[config.mk]
export PLATFORM = sky130hd
export DESIGN_NAME = serial_io_engine
export DESIGN_NICKNAME = d
export VERILOG_FILES = /design/src/rtl/serial_io_pkg.sv /design/src/rtl/serial_io_engine_debouncer.sv /design/src/rtl/serial_io_engine.sv
export SDC_FILE = /design/constraint.sdc
export NUM_CORES = 1
export LEC_CHECK = 0
export CORE_MARGIN = 2
export CORE_UTILIZATION = 59
export DETAILED_ROUTE_END_ITERATION = 6
export GPL_TIMING_DRIVEN = 0
export MAX_ROUTING_LAYER = met4
export PLACE_DENSITY = 0.85
export SLEW_MARGIN = 15
export SYNTH_ARGS = -nofsm -noshare
export SYNTH_HDL_FRONTEND = slang
export SYNTH_HIERARCHICAL = 1
export SYNTH_SLANG_ARGS = --single-unit
[constraint.sdc]
create_clock -name clk -period 4.6 [get_ports clk]
set_clock_uncertainty 0.15 [all_clocks]
set_input_delay 0.69 -clock clk [delete_from_list [all_inputs] [get_ports clk]]
set_output_delay 0.69 -clock clk [all_outputs]
set_load 0.02 [all_outputs]
[src/rtl/serial_io_pkg.sv]
// serial_io_pkg: shared types and helpers for the serial I/O engine.
// Holds the frame FSM state type, width helpers and default derived sizes.
package serial_io_pkg;

  typedef enum logic [2:0] {
    ST_IDLE,
    ST_LOAD,
    ST_SHIFT,
    ST_LATCH,
    ST_DONE
  } state_e;

  // bits needed to hold values 0..v-1
  function automatic int clog2(input int v);
    int r;
    r = 0;
    while ((1 << r) < v) r++;
    return r;
  endfunction

  // counter width, never narrower than one bit
  function automatic int cnt_w(input int v);
    return (clog2(v) < 1) ? 1 : clog2(v);
  endfunction

  function automatic int max2(input int a, input int b);
    return (a > b) ? a : b;
  endfunction

  localparam int DEF_OUT_W = 16;
  localparam int DEF_IN_W  = 8;
  localparam int N_BITS    = max2(DEF_OUT_W, DEF_IN_W);
  localparam int BIT_CNT_W = cnt_w(N_BITS);

endpackage

[src/rtl/serial_io_engine_debouncer.sv]
// io_debouncer: per-bit frame-count debounce with rise/fall pulses.
// Ports: clk, rst_n, en (frame strobe), raw -> data, rise, fall.
module io_debouncer
  import serial_io_pkg::*;
#(
  parameter int W        = 8,
  parameter int DEBOUNCE = 3
) (
  input  logic         clk,
  input  logic         rst_n,
  input  logic         en,
  input  logic [W-1:0] raw,
  output logic [W-1:0] data,
  output logic [W-1:0] rise,
  output logic [W-1:0] fall
);

  localparam int CW = cnt_w(DEBOUNCE);
  localparam logic [CW-1:0] LIM = CW'(DEBOUNCE - 1);

  logic [CW-1:0] cnt_q [W];
  logic [CW-1:0] cnt_d [W];
  logic [W-1:0]  data_q, data_d;
  logic [W-1:0]  rise_q, rise_d;
  logic [W-1:0]  fall_q, fall_d;

  always_comb begin
    cnt_d  = cnt_q;
    data_d = data_q;
    rise_d = '0;
    fall_d = '0;
    if (en) begin
      for (int i = 0; i < W; i++) begin
        if (raw[i] != data_q[i]) begin
          // the frame that would reach DEBOUNCE accepts the change
          if (cnt_q[i] == LIM) begin
            data_d[i] = raw[i];
            cnt_d[i]  = '0;
            rise_d[i] = raw[i];
            fall_d[i] = ~raw[i];
          end else begin
            cnt_d[i] = cnt_q[i] + CW'(1);
          end
        end else begin
          cnt_d[i] = '0;
        end
      end
    end
  end

  always_ff @(posedge clk or negedge rst_n) begin
    if (!rst_n) begin
      for (int i = 0; i < W; i++) cnt_q[i] <= '0;
      data_q <= '0;
      rise_q <= '0;
      fall_q <= '0;
    end else begin
      cnt_q  <= cnt_d;
      data_q <= data_d;
      rise_q <= rise_d;
      fall_q <= fall_d;
    end
  end

  assign data = data_q;
  assign rise = rise_q;
  assign fall = fall_q;

endmodule

[src/rtl/serial_io_engine.sv]
// serial_io_engine: one-frame-at-a-time driver for a 595 output chain
// and a 165 input chain on a shared sclk, with debounced inputs.
// Ports: clk, reset (async, low), en, out_data -> sclk, sdo, out_latch,
// in_latch; sdi -> in_data, in_rise, in_fall; frame_done, busy.
module serial_io_engine
  import serial_io_pkg::*;
#(
  parameter int OUT_W    = 16,
  parameter int IN_W     = 8,
  parameter int DIV      = 4,
  parameter int DEBOUNCE = 3
) (
  input  logic             clk,
  input  logic             reset,
  input  logic             en,
  input  logic [OUT_W-1:0] out_data,
  output logic             sclk,
  output logic             sdo,
  output logic             out_latch,
  output logic             in_latch,
  input  logic             sdi,
  output logic [IN_W-1:0]  in_data,
  output logic [IN_W-1:0]  in_rise,
  output logic [IN_W-1:0]  in_fall,
  output logic             frame_done,
  output logic             busy
);

  localparam int N  = max2(OUT_W, IN_W);
  localparam int BW = cnt_w(N);
  localparam int DW = cnt_w(2 * DIV);

  localparam logic [DW-1:0] DIV_M1 = DW'(DIV - 1);
  localparam logic [DW-1:0] DIV_C  = DW'(DIV);
  localparam logic [DW-1:0] PER_M1 = DW'(2 * DIV - 1);
  localparam logic [BW-1:0] LAST_B = BW'(N - 1);

  state_e          state_q, state_d;
  logic [DW-1:0]   div_q, div_d;
  logic [BW-1:0]   bit_q, bit_d;
  logic [N-1:0]    sr_q, sr_d;
  logic [IN_W-1:0] raw_q, raw_d;
  logic            sdo_q, sdo_d;
  logic            sclk_q, sclk_d;
  logic            olat_q, olat_d;
  logic            ilat_q, ilat_d;
  logic            busy_q, busy_d;
  logic            done_q, done_d;

  always_comb begin
    state_d = state_q;
    div_d   = div_q;
    bit_d   = bit_q;
    sr_d    = sr_q;
    raw_d   = raw_q;
    sdo_d   = sdo_q;
    unique case (state_q)
      ST_IDLE: begin
        if (en) begin
          state_d = ST_LOAD;
          div_d   = '0;
          // zero-extension gives the leading pad bits
          sr_d    = N'(out_data);
        end
      end
      ST_LOAD: begin
        if (div_q == DIV_M1) begin
          state_d = ST_SHIFT;
          div_d   = '0;
          bit_d   = '0;
          sdo_d   = sr_q[N-1];
          sr_d    = sr_q << 1;
        end else begin
          div_d = div_q + DW'(1);
        end
      end
      ST_SHIFT: begin
        // capture sdi on the cycle whose edge raises sclk
        if (div_q == DIV_M1 && int'(bit_q) < IN_W)
          raw_d = (raw_q << 1) | IN_W'(sdi);
        if (div_q == PER_M1) begin
          div_d = '0;
          if (bit_q == LAST_B) begin
            state_d = ST_LATCH;
          end else begin
            bit_d = bit_q + BW'(1);
            sdo_d = sr_q[N-1];
            sr_d  = sr_q << 1;
          end
        end else begin
          div_d = div_q + DW'(1);
        end
      end
      ST_LATCH: begin
        if (div_q == DIV_M1) begin
          state_d = ST_DONE;
          div_d   = '0;
        end else begin
          div_d = div_q + DW'(1);
        end
      end
      ST_DONE: begin
        if (en) begin
          state_d = ST_LOAD;
          div_d   = '0;
          sr_d    = N'(out_data);
        end else begin
          state_d = ST_IDLE;
        end
      end
      default: state_d = ST_IDLE;
    endcase

    // pins are registered copies of the next-state decode
    sclk_d = (state_d == ST_SHIFT) && (div_d >= DIV_C);
    olat_d = (state_d == ST_LATCH);
    ilat_d = (state_d != ST_LOAD);
    busy_d = (state_d != ST_IDLE);
    done_d = (state_d == ST_DONE);
  end

  always_ff @(posedge clk or negedge reset) begin
    if (!reset) begin
      state_q <= ST_IDLE;
      div_q   <= '0;
      bit_q   <= '0;
      sr_q    <= '0;
      raw_q   <= '0;
      sdo_q   <= 1'b0;
      sclk_q  <= 1'b0;
      olat_q  <= 1'b0;
      ilat_q  <= 1'b1;
      busy_q  <= 1'b0;
      done_q  <= 1'b0;
    end else begin
      state_q <= state_d;
      div_q   <= div_d;
      bit_q   <= bit_d;
      sr_q    <= sr_d;
      raw_q   <= raw_d;
      sdo_q   <= sdo_d;
      sclk_q  <= sclk_d;
      olat_q  <= olat_d;
      ilat_q  <= ilat_d;
      busy_q  <= busy_d;
      done_q  <= done_d;
    end
  end

  io_debouncer #(
    .W       (IN_W),
    .DEBOUNCE(DEBOUNCE)
  ) u_deb (
    .clk  (clk),
    .rst_n(reset),
    .en   (state_q == ST_DONE),
    .raw  (raw_q),
    .data (in_data),
    .rise (in_rise),
    .fall (in_fall)
  );

  assign sclk       = sclk_q;
  assign sdo        = sdo_q;
  assign out_latch  = olat_q;
  assign in_latch   = ilat_q;
  assign busy       = busy_q;
  assign frame_done = done_q;

endmodule

==> results.sh <==
export IMPL_crit_required_ps=4680
export IMPL_rsz0062_at_grt="no"
export IMPL_drt_initial_drc_count=170
export IMPL_hpwlAfterDp_um=4650
export IMPL_synth_area_sq_um=3750
export IMPL_ys_warn_count=6
export IMPL_synthCells=282
export IMPL_start_util=0.601
export IMPL_chipWidth_um=83.7
export IMPL_hold_violations=0
export IMPL_cp_end_kind="register"
export IMPL_hp_class="input pin to asynchronous set/reset pin"
export IMPL_min_period_ps=2550
export IMPL_wire_per_inst_um=16.4
export IMPL_cts_buffers=9
export IMPL_p_leak_nw=2.13
export IMPL_synth_nets=307
export IMPL_setup_violations_final=0
export IMPL_overflow=0
export IMPL_clockBufferDepth=2
export IMPL_cp_start_kind="register"
export IMPL_io_buffers=49
export IMPL_fp_dieH_um=83.7
export IMPL_grt_pass1_wl_um=11800
export IMPL_cts_tree="yes"
export IMPL_clk_latency_ps=350
export IMPL_crit_arrival_ps=2630
export IMPL_utilization=0.729
export IMPL_cp_max_fo=10
export IMPL_drive_gt1_frac=0.228
export IMPL_routed_wl_um=6940
export IMPL_fin_crit_sh=0.554
export IMPL_dieArea_sq_um=7010
export IMPL_post_cts_setup_buffers=0
export IMPL_path_clk_slew_ps=80
export IMPL_pre_cts_slack_ps=1830
export IMPL_top_level_ports=50
export IMPL_cts_root_buf="clkbuf_8"
export IMPL_path_class="register to register"
export IMPL_tightest_slew_ps=610
export IMPL_syn_area_per_cell_sq_um=13.3
export IMPL_drc=0
export IMPL_grt_pass1_vias=2508
export IMPL_htree_levels=3
export IMPL_antenna_cells=0
export IMPL_timing_fmax_mhz=392
export IMPL_drt_pass1_iter_count=4
export IMPL_slew_viol_final=0
export IMPL_ys_types=50
export IMPL_fin_nets=368
export IMPL_fin_ws_ps=2050
export IMPL_vias=2389
export IMPL_area_delta_synth_final_pct=21.3
export IMPL_grt_total_usage=0.222
export IMPL_hold_buffers=0
export IMPL_synth_seq_cells=80
export IMPL_ctsResizeCount=0
export IMPL_maxCapViolCount=0
export IMPL_via_per_inst=5.63
export IMPL_p_per_area_nw_per_um2=275
export IMPL_async_flop_share=1.00
export IMPL_status="complete, no violations"
export IMPL_synth_edf_count=0
export IMPL_fin_tns_setup_ps=0
export IMPL_ant_nets=0
export IMPL_ir_drop_uv=262
export IMPL_mostFrequentLayoutCells="79 x dfrtp_1, 48 x clkdlybuf4s50_1, 34 x mux2_2"
export IMPL_antenna_found_initial=0
export IMPL_clock_sinks=80
export IMPL_seq_area_frac_synth=0.534
export IMPL_rows=29
export IMPL_core_sq_um=6240
export IMPL_maxSlewHeadroom=0.592
export IMPL_place_gp_congestion=0.788
export IMPL_grt_max_degree=52
export IMPL_layout_commonest_cell="dfrtp_1"
export IMPL_ys_flop_type="dfrtp_1"
[worst paths after layout]
check / startpoint / endpoint / slack [ps] / cells after the start
worst max register to register: register / sr_q[11] / 2050 / 6
worst min register to register: sr_q[10] / sr_q[10] / 330 / 1
max in group asynchronous: reset / sr_q[14] / 3610 / 2
worst max-delay path: register / sr_q[11] / 2050 / 6
worst min-delay path: reset / u_deb/rise[4] / 120 / 1
min in group clk: sr_q[10] / sr_q[10] / 330 / 1
[synth_stat cells (2+ instances only)]
| master | instances | area share |
|---|---|---|
| or3b_2 | 3 | 0.0070 |
| buf_6 | 4 | 0.012 |
| mux2i_1 | 4 | 0.011 |
| inv_1 | 21 | 0.021 |
| mux2_2 | 34 | 0.10 |
| a221o_1 | 2 | 0.0053 |
| a22o_1 | 2 | 0.0047 |
| or3b_1 | 8 | 0.019 |
| and2_1 | 2 | 0.0033 |
| nor2_1 | 3 | 0.0030 |
| nor3_1 | 3 | 0.0040 |
| nor2b_1 | 2 | 0.0033 |
| nand4bb_1 | 2 | 0.0060 |
| nand3b_1 | 12 | 0.024 |
| nand3b_4 | 4 | 0.021 |
| mux2_1 | 9 | 0.027 |
| nand2_1 | 6 | 0.0060 |
| dfrtp_1 | 79 | 0.53 |
| clkbuf_1 | 3 | 0.0030 |
| nor3b_1 | 16 | 0.032 |
| and4b_1 | 2 | 0.0053 |
| buf_2 | 3 | 0.0040 |
| ha_1 | 5 | 0.017 |
| xnor2_1 | 8 | 0.019 |
| mux2_4 | 4 | 0.016 |
| o22ai_1 | 10 | 0.017 |
| o22ai_2 | 6 | 0.020 |
| o211ai_1 | 2 | 0.0040 |
| and3_1 | 2 | 0.0033 |
[critical path, stage by stage, from the launching register on]
cell,delay [ps]
dfrtp_1,380
ha_1,210
ha_1,350
nand4bb_1,300
a32oi_4,480
buf_6,220
mux2_1,330
[report_power, final]
group,switching [mW],internal (mW)
sequential,0.00419,0.705
combinational,0.0177,0.0213
clock,0.240,0.262
total,0.262,0.989
[stage by stage]
step / power (mW) / area, sq um / cells / hold slack, ps
after global routing: 1.30 / 4550 / 424 / 127
after global placement: 0.761 / 4340 / 408 / 313
final: 1.25 / 4550 / 424 / 116
after CTS: 1.26 / 4550 / 424 / 114
after detailed placement: 0.764 / 4360 / 409 / 322
after floorplan: 0.730 / 3750 / 282 / 244
[cell families (layout without fill, tap and decap cells)]
kind of cell	Yosys count	in the layout	share of synthesized area
flip-flops	80	80	0.534
AND/OR/NAND/NOR	74	74	0.159
multiplexers	51	51	0.156
AO/OA/AOI/OAI	32	32	0.0744
buffers and inverters	32	97	0.0414
XOR/XNOR	8	8	0.0187
adder cells (fa/ha/maj)	5	5	0.0167
[area by class of cell]
| type | count | area, sq um |
|---|---|---|
| multi-input combinational | 170 | 1590 |
| clock buffer | 12 | 145 |
| fill | 421 | 1690 |
| clock inverter | 3 | 42.5 |
| timing repair buffer | 50 | 515 |
| buffer | 11 | 76.3 |
| inverter | 21 | 78.8 |
| sequential | 80 | 2000 |
| tap | 77 | 96.3 |
[flip-flops by register name (all words and copies together), names as in the netlist, 2 cells and up, named ones only]
name	cells
u_deb/data	8
u_deb/cnt_q	16
div_q	2
raw_q	8
state_q	3
bit_q	4
sr_q	16
u_deb/fall	8
u_deb/rise	8
[per-layer routing]
layer	track usage	routed length, um	vias up
met2	0.320	3400	51
met5	-	0	-
li1	-	-	1139
met3	0.0524	213	16
met4	0.110	183	0
met1	0.297	3150	1183
(Power assumes the default switching activity.)
